<file path="src/rtl/deferred_step_ctrl.sv">
// Batches per-core difftest commit steps into n-step host requests and periodically
// polls the deferred comparison result, halting all stepping on the first mismatch.
module deferred_step_ctrl #(
  parameter int NUM_CORES       = 2,
  parameter int STEP_WIDTH      = 8,
  parameter int ACC_WIDTH       = 32,
  parameter int FLUSH_THRESHOLD = 64,
  parameter int FETCH_INTERVAL  = 5000
) (
  input  logic                                            clock,
  input  logic                                            reset,
  input  logic [NUM_CORES*STEP_WIDTH-1:0]                 step,
  output logic                                            req_valid,
  input  logic                                            req_ready,
  output logic [((NUM_CORES > 1) ? $clog2(NUM_CORES) : 1)-1:0] req_core,
  output logic [ACC_WIDTH-1:0]                            req_nstep,
  output logic                                            fetch_req,
  input  logic                                            fetch_ack,
  input  logic                                            fetch_result,
  output logic                                            simv_result,
  output logic                                            overflow
);
  localparam int CORE_W  = (NUM_CORES > 1) ? $clog2(NUM_CORES) : 1;
  localparam int TIMER_W = $clog2(FETCH_INTERVAL);
  localparam logic [TIMER_W-1:0]   TIMER_LAST = TIMER_W'(FETCH_INTERVAL - 1);
  localparam logic [ACC_WIDTH-1:0] THRESH     = ACC_WIDTH'(FLUSH_THRESHOLD);

  typedef enum logic [1:0] {COUNT, DRAIN, FETCH, DONE} fetch_state_t;

  // Returns {saturated, value}; the value clamps to all-ones on carry out.
  function automatic logic [ACC_WIDTH:0] sat_add(input logic [ACC_WIDTH-1:0]  a,
                                                 input logic [STEP_WIDTH-1:0] b);
    logic [ACC_WIDTH:0] sum;
    sum = {1'b0, a} + {{(ACC_WIDTH - STEP_WIDTH + 1){1'b0}}, b};
    if (sum[ACC_WIDTH]) sat_add = {1'b1, {ACC_WIDTH{1'b1}}};
    else                sat_add = sum;
  endfunction

  logic [ACC_WIDTH-1:0] acc     [NUM_CORES];
  logic [ACC_WIDTH-1:0] acc_nxt [NUM_CORES];
  logic [ACC_WIDTH:0]   add_res;
  logic [NUM_CORES-1:0] eligible, nonzero, grant_vec, sat_vec, expiry_mask;
  logic [NUM_CORES-1:0] drain_mask, drain_mask_nxt;
  logic [CORE_W-1:0]    last_grant, grant_idx, cand;
  logic [ACC_WIDTH-1:0] grant_nstep;
  logic                 handshake, slot_free, grant_any, simv_nxt;
  logic [TIMER_W-1:0]   timer, timer_nxt;
  fetch_state_t         state, state_nxt;

  assign handshake = req_valid & req_ready;
  assign slot_free = ~req_valid | handshake;

  always_comb begin
    nonzero  = '0;
    eligible = '0;
    for (int i = 0; i < NUM_CORES; i++) begin
      nonzero[i]  = (acc[i] != '0);
      eligible[i] = (acc[i] >= THRESH) || (drain_mask[i] && nonzero[i]);
    end
  end

  // Round robin: first eligible core strictly after the last one granted.
  always_comb begin
    grant_any = 1'b0;
    grant_idx = '0;
    cand      = '0;
    if (slot_free && !simv_result) begin
      for (int k = 1; k <= NUM_CORES; k++) begin
        cand = CORE_W'((int'(last_grant) + k) % NUM_CORES);
        if (!grant_any && eligible[cand]) begin
          grant_any = 1'b1;
          grant_idx = cand;
        end
      end
    end
  end

  assign grant_nstep = acc[grant_idx];

  // A granted core restarts from this cycle's step so nothing is lost.
  always_comb begin
    grant_vec = '0;
    sat_vec   = '0;
    add_res   = '0;
    for (int i = 0; i < NUM_CORES; i++) begin
      acc_nxt[i] = acc[i];
      if (grant_any && (grant_idx == CORE_W'(i))) begin
        grant_vec[i] = 1'b1;
        acc_nxt[i]   = {{(ACC_WIDTH - STEP_WIDTH){1'b0}}, step[i*STEP_WIDTH +: STEP_WIDTH]};
      end else begin
        add_res    = sat_add(acc[i], step[i*STEP_WIDTH +: STEP_WIDTH]);
        acc_nxt[i] = add_res[ACC_WIDTH-1:0];
        sat_vec[i] = add_res[ACC_WIDTH];
      end
    end
  end

  always_ff @(posedge clock) begin
    if (reset) begin
      for (int i = 0; i < NUM_CORES; i++) acc[i] <= '0;
      overflow <= 1'b0;
    end else if (!simv_result) begin
      for (int i = 0; i < NUM_CORES; i++) acc[i] <= acc_nxt[i];
      if (|sat_vec) overflow <= 1'b1;
    end
  end

  always_ff @(posedge clock) begin
    if (reset) begin
      req_valid  <= 1'b0;
      req_core   <= '0;
      req_nstep  <= '0;
      last_grant <= CORE_W'(NUM_CORES - 1);
    end else if (grant_any) begin
      req_valid  <= 1'b1;
      req_core   <= grant_idx;
      req_nstep  <= grant_nstep;
      last_grant <= grant_idx;
    end else if (handshake) begin
      req_valid  <= 1'b0;
    end
  end

  // Cores granted in the expiry cycle already shipped their steps, so they are not drained.
  assign expiry_mask = nonzero & ~grant_vec;

  always_comb begin
    state_nxt      = state;
    timer_nxt      = timer;
    drain_mask_nxt = drain_mask & ~grant_vec;
    simv_nxt       = simv_result;
    fetch_req      = 1'b0;
    case (state)
      COUNT: begin
        if (timer == TIMER_LAST) begin
          timer_nxt      = '0;
          drain_mask_nxt = expiry_mask;
          state_nxt      = (expiry_mask == '0) ? FETCH : DRAIN;
        end else begin
          timer_nxt = timer + 1'b1;
        end
      end
      DRAIN: begin
        if ((drain_mask == '0) && slot_free) state_nxt = FETCH;
      end
      FETCH: begin
        fetch_req = 1'b1;
        if (fetch_ack) begin
          simv_nxt  = simv_result | fetch_result;
          state_nxt = fetch_result ? DONE : COUNT;
        end
      end
      default: ;
    endcase
  end

  always_ff @(posedge clock) begin
    if (reset) begin
      state       <= COUNT;
      timer       <= '0;
      drain_mask  <= '0;
      simv_result <= 1'b0;
    end else begin
      state       <= state_nxt;
      timer       <= timer_nxt;
      drain_mask  <= drain_mask_nxt;
      simv_result <= simv_nxt;
    end
  end

endmodule

</file>
<file path="config.mk">
export PLATFORM = sky130hd
export DESIGN_NAME = deferred_step_ctrl
export DESIGN_NICKNAME = d
export VERILOG_FILES = /design/src/rtl/deferred_step_ctrl.sv
export SDC_FILE = /design/constraint.sdc
export NUM_CORES = 1
export LEC_CHECK = 0
export CAP_MARGIN = 20
export CORE_AREA = 3 3 115 117
export CTS_CLUSTER_SIZE = 40
export DETAILED_ROUTE_END_ITERATION = 10
export DIE_AREA = 0 0 118 120
export PLACE_DENSITY = 0.77
export SYNTH_ARGS = -nofsm -noshare
export SYNTH_HDL_FRONTEND = slang
export SYNTH_SLANG_ARGS = --single-unit
export TNS_END_PERCENT = 1
</file>
<file path="constraint.sdc">
create_clock -name clock -period 3 [get_ports clock]
set_input_delay 0.6 -clock clock [delete_from_list [all_inputs] [get_ports clock]]
set_output_delay 0.6 -clock clock [all_outputs]
set_load 0.05 [all_outputs]
</file>
; ---- Word-level counts from Yosys, hierarchy flattened
; Memories as Yosys holds them, arrays and structs flattened. A register that Yosys moved wholly into a read port is not among the register bits.
; Cells that the tools add are included.
; W data, S select, Z words.
[classes]
div_mod_pow = 0
n_eq_ne = 6
n_reduce_logical = 22
add_sub_neg = 5
n_lt_le_gt_ge = 4
n_bitwise = 11
mul = 0
shifts = 0
muxes = 38
[op_table]
columns = op, n
row1 = $mux W32, 4
row2 = $add A32 B8 Y33, 2
row3 = $mux W33, 2
row4 = $ge A32 B7 Y1 const B, 2
row5 = $reduce_bool A32 Y1, 2
row6 = $mux W1, 23
row7 = $mux W2, 7
row8 = $add A13 B1 Y13 const B, 1
row9 = $eq A13 B13 Y1 const B, 1
row10 = $mux W13, 1
row11 = $logic_and A1 B1 Y1, 7
row12 = $logic_not A2 Y1, 3
row13 = $ne A2 B2 Y1 const B, 3
row14 = $pmux W2 S3, 1
row15 = $and A2 B2 Y2, 2
row16 = $lt A1 B2 Y1 const B, 2
row17 = $or A1 B1 Y1, 4
row18 = $reduce_and A2 Y1, 2
row19 = $reduce_and A4 Y1, 1
row20 = $not A1 Y1, 3
row21 = $reduce_bool A3 Y1, 1
row22 = $add A1 B1 Y1 const B, 2
row23 = $eq A2 B1 Y1 const B, 1
row24 = $eq A2 B2 Y1 const B, 1
row25 = other kinds (6), 8
[word_totals]
rom_bits = 0
regBits = 22
mem_bits_rw = 64
memories = 1
out_inout_bits = 37
inputBits = 21
latchBits = 0
[mem_list]
columns = memory, depth, width, rd, rd_clocked_by_memory_dff, write_ports, line_no
row1 = acc, 2, 32, 3, 1, 2, 39  ; logic [ACC_WIDTH-1:0] acc [NUM_CORES];

; ---- Logic depth before layout (Yosys ltp)
; Gate-level depths: netlist (run 1).
[depth]
word_depth = 20
mapped_depth = 11
ltp_nobuf = 10

; ---- Least setup slack after synthesis (run 1)
; OpenSTA, ideal clock, no wires.
[synth_path]
kind = input -> register
start = input port step[8]
end = memory acc[1][4] (data pin)
arrival_ns = 2.786
setup_time_ns = 0.152
n_path_buf = 2
setup_slack_ns = 0.063
t_required_ns = 2.848
path_stages = 11
path_cell_list = ha_1 -> inv_1 -> fa_1 -> nor2b_1 -> o21ai_0 -> a21oi_1 -> o21ai_1 -> or3_1 -> clkbuf_1 -> clkbuf_1 -> a31oi_1
[synth_rtl]
columns = item, line_no
row1 = start: declaration, 12  ; input logic [NUM_CORES*STEP_WIDTH-1:0] step,
row2 = end: declaration, 39

==> impl_metrics.toml, run 1 <==
[route]
wl_per_cell_um = 19.0
ant_nets = 0
vias = 5843
dr.pass1.iters = 6
drc = 0
viasPerCell = 6.20
drt-initial-drc-count = 786
wl_um = 17900

[layout]
num_antenna_cells = 0
drive_gt1_share_pct = 13.6
area_growth_pct = 27.6
final_area_um2 = 8260
regArea_um2 = 3000
fillers = 959
multi_input_area_um2 = 3260
nets = 800

[setup_path]
required_ps = 3270
crit_path_end_kind = "register"
worstReg2RegStart = "acc[1][2]"
critPathArrivalTime_ps = 3150
start_kind = "primary input"
path_class = "in -> reg"
reg2reg_to = "acc[1][27]"
critPathMaxFanout = 8
ff2ff_path_depth = 7
rrSetupSlack_ps = 250

[clock_network]
htree_levels = 4
clockBufferDepth = 2
clk_pin_slew_ps = 50
cts_buffers = 17
clkLatencyLatePin_ps = 430
cts_setup_buffers = 0
root_buffer = "clkbuf_16"
clock_sinks = 118
cts_tree = "built"

[min_path]
hp-start = "timer[1]"
hold_path.class = "reg -> reg"
hold_end = "timer[1]"
hold_depth = 2

[status]
status = "completed"

[floorplanning]
die_area_um2 = 14200
die_h_um = 120
coreArea_um2 = 12500
rows = 41
die_width_um = 118
ios = 58
initial_core_util_pct = 51.9

[logic_synthesis]
synth_nets = 706
yosys.area.top_type = "edfxtp_1"
postSynthAreaPerCell_um2 = 9.76
ys_ff_latch = 118
synth.area.mux_share_pct = 0.155
syn_area_um2 = 6470
ys_seq_area_share_pct = 46.4
ys_top_cells_by_area = "edfxtp_1 (30%), dfxtp_1 (17%), a222oi_1 (5.0%)"
synth_top_area_share_pct = 29.7
synth_xor_area_share_pct = 7.72
yosysMostFrequentCell = "nor2_1"
netlist-cell-type-count = 62
synth_compound_area_share_pct = 19.0
synth-edff-count = 64
yosys.area_share.adder_pct = 4.49
synthFlopType = "edfxtp_1"
synthTopCellsByCount = "nor2_1 (74), edfxtp_1 (64), dfxtp_1 (54)"
yosys.area_share.simple_pct = 18.4
synth_cells = 663
async_flop_share_pct = 0
synth_top_family_by_area = "compound AO/OA/AOI/OAI gates"
synth_warnings = 0

[place]
port_buffers = 57
place_congestion = 0.856
place_hpwl_um = 12300
postPlaceCellArea_um2 = 7580
dp_slack_ps = -340

[global_routing]
grt_use_total_pct = 26.0
first_global_vias = 5752
grt_pass1_wl_um = 29300
antenna_found_initial = 0
overflow = 0
grt_start_max_net_pins = 29

[sta]
drv_slew = 0
skew_ps = 8.95
relSlewSlack_pct = 62.2
max_freq_mhz = 347
worst_pin_slew_ps = 565
setup_viol = 0
period_share_pct = 96.0
finalHoldViolCount = 0
fin_ws_ps = 121
min_period_ps = 2880
whs_ps = 516
rsz0062_at_grt = "yes"

[power_and_ir_drop]
total_power_mw = 8.03
ir_drop_uv = 538
power.density_nw_per_um2 = 972
p_leak_nw = 3.10

[run]
drv_cap = 0
==> cell families after synthesis <==
logic type / Yosys count
DFF: 118
xor gates and xnor gates: 57
AOI/OAI and AO/OA: 171
and+or+nand+nor: 233
muxes: 1
adders and majority gates: 22
buffers and inverters: 61
==> repair_timing <==
action / in CTS / in global routing
hold buffers: 0 / 0
resized for setup: 0 / 7
setup endpoints to repair: 0 / 56
==> layout by cell type, fill, tap and decap left out, types with 6 or more instances in the layout <==
cell / count
xor2_1: 30
nor4_1: 14
nand2_1: 29
ha_1: 20
nor2b_1: 6
nor2_1: 74
a222oi_1: 32
and4_1: 11
nand4_1: 11
edfxtp_1: 64
and3_1: 17
buf_4: 48
o21ai_0: 27
nand3_1: 27
a31oi_1: 21
inv_1: 25
dfxtp_1: 54
clkdlybuf4s50_1: 57
buf_12: 6
a21oi_1: 50
xnor2_1: 27
nor3_1: 17
clkbuf_16: 19
==> registers in the layout (all words and copies together), names as in the netlist <==
register and cells:
req_nstep 32, timer 13, simv_result 1, req_core 1, acc 64, drain_mask 2
req_valid 1, overflow 1, state 2, last_grant 1
==> power by group <==
group,internal [mW],total (mW),switching [mW],leakage [nW]
clock network,1.42,2.19,0.764,0.311
logic,1.38,3.49,2.11,1.58
registers,2.03,2.35,0.314,1.21
total,4.84,8.03,3.19,3.10
==> cell type report <==
| cell class | instances | area share [%] |
|---|---|---|
| Clock buffer | 21 | 5.97 |
| Clock inverter | 11 | 1.73 |
| Inverter | 25 | 1.14 |
| Multi-Input combinational cell | 484 | 39.5 |
| Sequential cell | 118 | 36.4 |
| Tap cell | 172 | 2.61 |
| Timing Repair Buffer | 111 | 12.7 |
==> metrics by stage <==
step | util (%) | std cells | setup TNS (ps)
detailed placement | 60.8 | 910 | -15860
floorplan | - | 663 | 0
global route | 66.2 | 942 | -79.4
finish | 66.2 | 942 | 0
global placement | 60.8 | 910 | -9940
CTS | 65.9 | 942 | 0
==> critical path: stages <==
cell and delay, ps:
clkdlybuf4s50_1 500, ha_1 180, inv_1 50, fa_1 380
nor2b_1 160, o2111ai_1 170, a31oi_2 220, and2_4 200
nand4_1 230, buf_4 260, a31oi_1 180
==> metal layers <==
| layer | vias to the layer above | share of wire, % | global-route usage, % |
|---|---|---|---|
| li1 | 2726 | - | - |
| met1 | 2846 | 42 | 32.8 |
| met2 | 233 | 50 | 42.8 |
| met3 | 38 | 6.0 | 6.22 |
| met4 | 0 | 2.4 | 11.4 |
| met5 | - | 0 | 0 |
==> how the worst max path moves through the flow <==
stage	to	start	depth (start not counted)
6_report	acc[0][5]	step[0]	11
2_1_floorplan	acc[1][4]	step[8]	11
4_1_cts	acc[0][27]	step[0]	12
5_1_grt	acc[0][26]	step[0]	12
3_5_place_dp	acc[0][27]	step[0]	12
3_3_place_gp	acc[0][27]	step[0]	12
Note: power is estimated with default switching activity, not from simulation.
==> inputs of run 2 (changes only) <==
--- a/config.mk
+++ b/config.mk
@@ -10,6 +10,7 @@
 export CTS_CLUSTER_SIZE = 40
 export DETAILED_ROUTE_END_ITERATION = 10
 export DIE_AREA = 0 0 118 120
+export HOLD_SLACK_MARGIN = 0.06
 export PLACE_DENSITY = 0.77
 export SYNTH_ARGS = -nofsm -noshare
 export SYNTH_HDL_FRONTEND = slang
==> results of run 2 <==
No change in the layout: final DEF, timing and power equal those of run 1.
==> inputs of run 3 (changes only) <==
--- a/config.mk
+++ b/config.mk
@@ -6,12 +6,12 @@
 export NUM_CORES = 1
 export LEC_CHECK = 0
 export CAP_MARGIN = 20
-export CORE_AREA = 3 3 115 117
+export CORE_AREA = 3 3 165 167
 export CTS_CLUSTER_SIZE = 40
 export DETAILED_ROUTE_END_ITERATION = 10
-export DIE_AREA = 0 0 118 120
+export DIE_AREA = 0 0 168 170
 export HOLD_SLACK_MARGIN = 0.06
-export PLACE_DENSITY = 0.77
+export PLACE_DENSITY = 0.43
 export SYNTH_ARGS = -nofsm -noshare
 export SYNTH_HDL_FRONTEND = slang
 export SYNTH_SLANG_ARGS = --single-unit
==> impl_metrics.toml, run 3 (synthesis results as in run 1) <==
[sta]
finalHoldViolCount = 0
setup_viol = 0
relSlewSlack_pct = 64.8
drv_slew = 0
min_period_ps = 2830
rsz0062_at_grt = "no"
period_share_pct = 94.5
max_freq_mhz = 353
worst_pin_slew_ps = 526
skew_ps = 14.8

[clock_network]
cts_tree = "built"
root_buffer = "clkbuf_16"
clkLatencyLatePin_ps = 420
htree_levels = 4
cts_buffers = 17
clock_sinks = 118
clk_pin_slew_ps = 50
clockBufferDepth = 2

[floorplanning]
die_area_um2 = 28600
ios = 58
initial_core_util_pct = 25.0
coreArea_um2 = 25900
die_h_um = 170
die_width_um = 168
rows = 59

[layout]
num_antenna_cells = 0
reg_top3 = "acc: 64 flops, req_nstep: 32 flops, timer: 13 flops"
drive_gt1_share_pct = 14.8
fillers = 2652
area_growth_pct = 30.9
largest_reg_flops = 64
largest-register = "acc"
layout_common_cells = "nor2_1 (74), edfxtp_1 (64), buf_4 (64)"
layout_commonest_cell = "nor2_1"
stdcell_count = 1120
final_area_um2 = 8470
nets = 815

[setup_path]
worstReg2RegStart = "acc[1][2]"
reg2reg_to = "state[0]"
critPathSlowestCell = "clkdlybuf4s50_1"
start_kind = "primary input"
rrSetupSlack_ps = 190
crit_path_end_kind = "register"
cp_cell_sequence = "clkdlybuf4s50_1 > ha_1 > inv_1 > fa_1 > nor2b_1 > o21ai_1 > a21oi_2 > o21ai_1 > buf_4 > nor2_1 > buf_4 > and4_1 > a211oi_1"
max_stage_delay_ps = 540
required_ps = 3150
ff2ff_path_depth = 8
path_class = "in -> reg"
critPathArrivalTime_ps = 2990
critPathMaxFanout = 7

[status]
status = "completed"

[global_routing]
met3_usage_pct = 2.83
overflow = 0
grt_start_max_net_pins = 36
grtUsageMet2_pct = 22.5
top_usage_layer = "met2"
met1_usage_pct = 18.6
antenna_found_initial = 0
grt_pass1_wl_um = 31500
grt_use_total_pct = 14.0
first_global_vias = 5613

[run]
drv_cap = 0

[route]
wl_um = 19700
viasPerCell = 4.98
drt-initial-drc-count = 370
vias = 5581
ant_nets = 0
wl_per_cell_um = 17.6
drc = 0
dr.pass1.iters = 7

[place]
postPlaceCellArea_um2 = 7870
place_congestion = 0.771
port_buffers = 57
place_hpwl_um = 14200
dp_cells = 1087

[power_and_ir_drop]
total_power_mw = 7.91
p_leak_nw = 3.12
ir_drop_uv = 530
power.density_nw_per_um2 = 933

[min_path]
hp-start = "req_core"
hold_end = "req_core"
hold_depth = 2
hold_path.class = "reg -> reg"
[run 3: changes by cell type in the layout (fill, tap and decap cells not counted), sizes merged]
cell,before,now
clkinvlp,1,3
clkbuf,21,18
buf,54,69
clkinv,6,7
inv,26,27
bufinv,3,2
[run 3: stage by stage]
step,hold slack [ps],setup WS [ps],TNS (ps),util (%)
4_1_cts,498,56.8,0,32.5
5_1_grt,534,5.20,0,32.7
2_1_floorplan,457,62.7,0,-
3_3_place_gp,487,-270,-14040,30.4
6_report,499,165,0,32.7
3_5_place_dp,485,-355,-17080,30.4
[run 3: metal layers]
metal,vias to the layer above,share of wire [%]
met5,-,0
met4,0,1.6
met3,19,3.8
met2,123,48
met1,2684,47
li1,2755,-
[run 3: cell type report]
| type | count | area [µm²] | area share, % |
|---|---|---|---|
| clock buffer | 18 | 429 | 5.07 |
| clock inverter | 14 | 134 | 1.58 |
| inverter | 25 | 93.8 | 1.11 |
| multi-input combinational | 484 | 3250 | 38.4 |
| sequential | 118 | 3000 | 35.5 |
| tap | 335 | 419 | 4.95 |
| timing repair buffer | 126 | 1140 | 13.5 |
[run 3: timing repair]
action	in CTS	in global routing
hold buffers	0	0
resized for setup	0	8
setup buffers	0	1
endpoints found under the setup margin	0	61
[run 3: report_power, final]
part / switching [mW] / total, mW / leakage (nW) / internal, mW
registers: 0.343 / 2.38 / 1.21 / 2.03
clock network: 0.771 / 1.98 / 0.267 / 1.21
logic: 2.11 / 3.55 / 1.64 / 1.43
total: 3.23 / 7.91 / 3.12 / 4.68
[run 3: worst max-delay path by stage]
stage	start	to	slack, ps	cells past startpoint
floorplan	step[8]	acc[1][4]	60	11
global placement	step[8]	acc[1][0]	-270	11
detailed placement	step[8]	acc[1][5]	-350	11
CTS	step[8]	acc[1][5]	60	11
global route	step[8]	acc[1][26]	5	13
finish	step[8]	acc[1][26]	170	13
[run 3: critical path, delay by kind of cell]
| kind | cells | cell delay [ps] |
|---|---|---|
| buf+inv | 4 | 930 |
| simple gates | 3 | 420 |
| fa+ha+maj | 2 | 580 |
| compound gates | 4 | 450 |
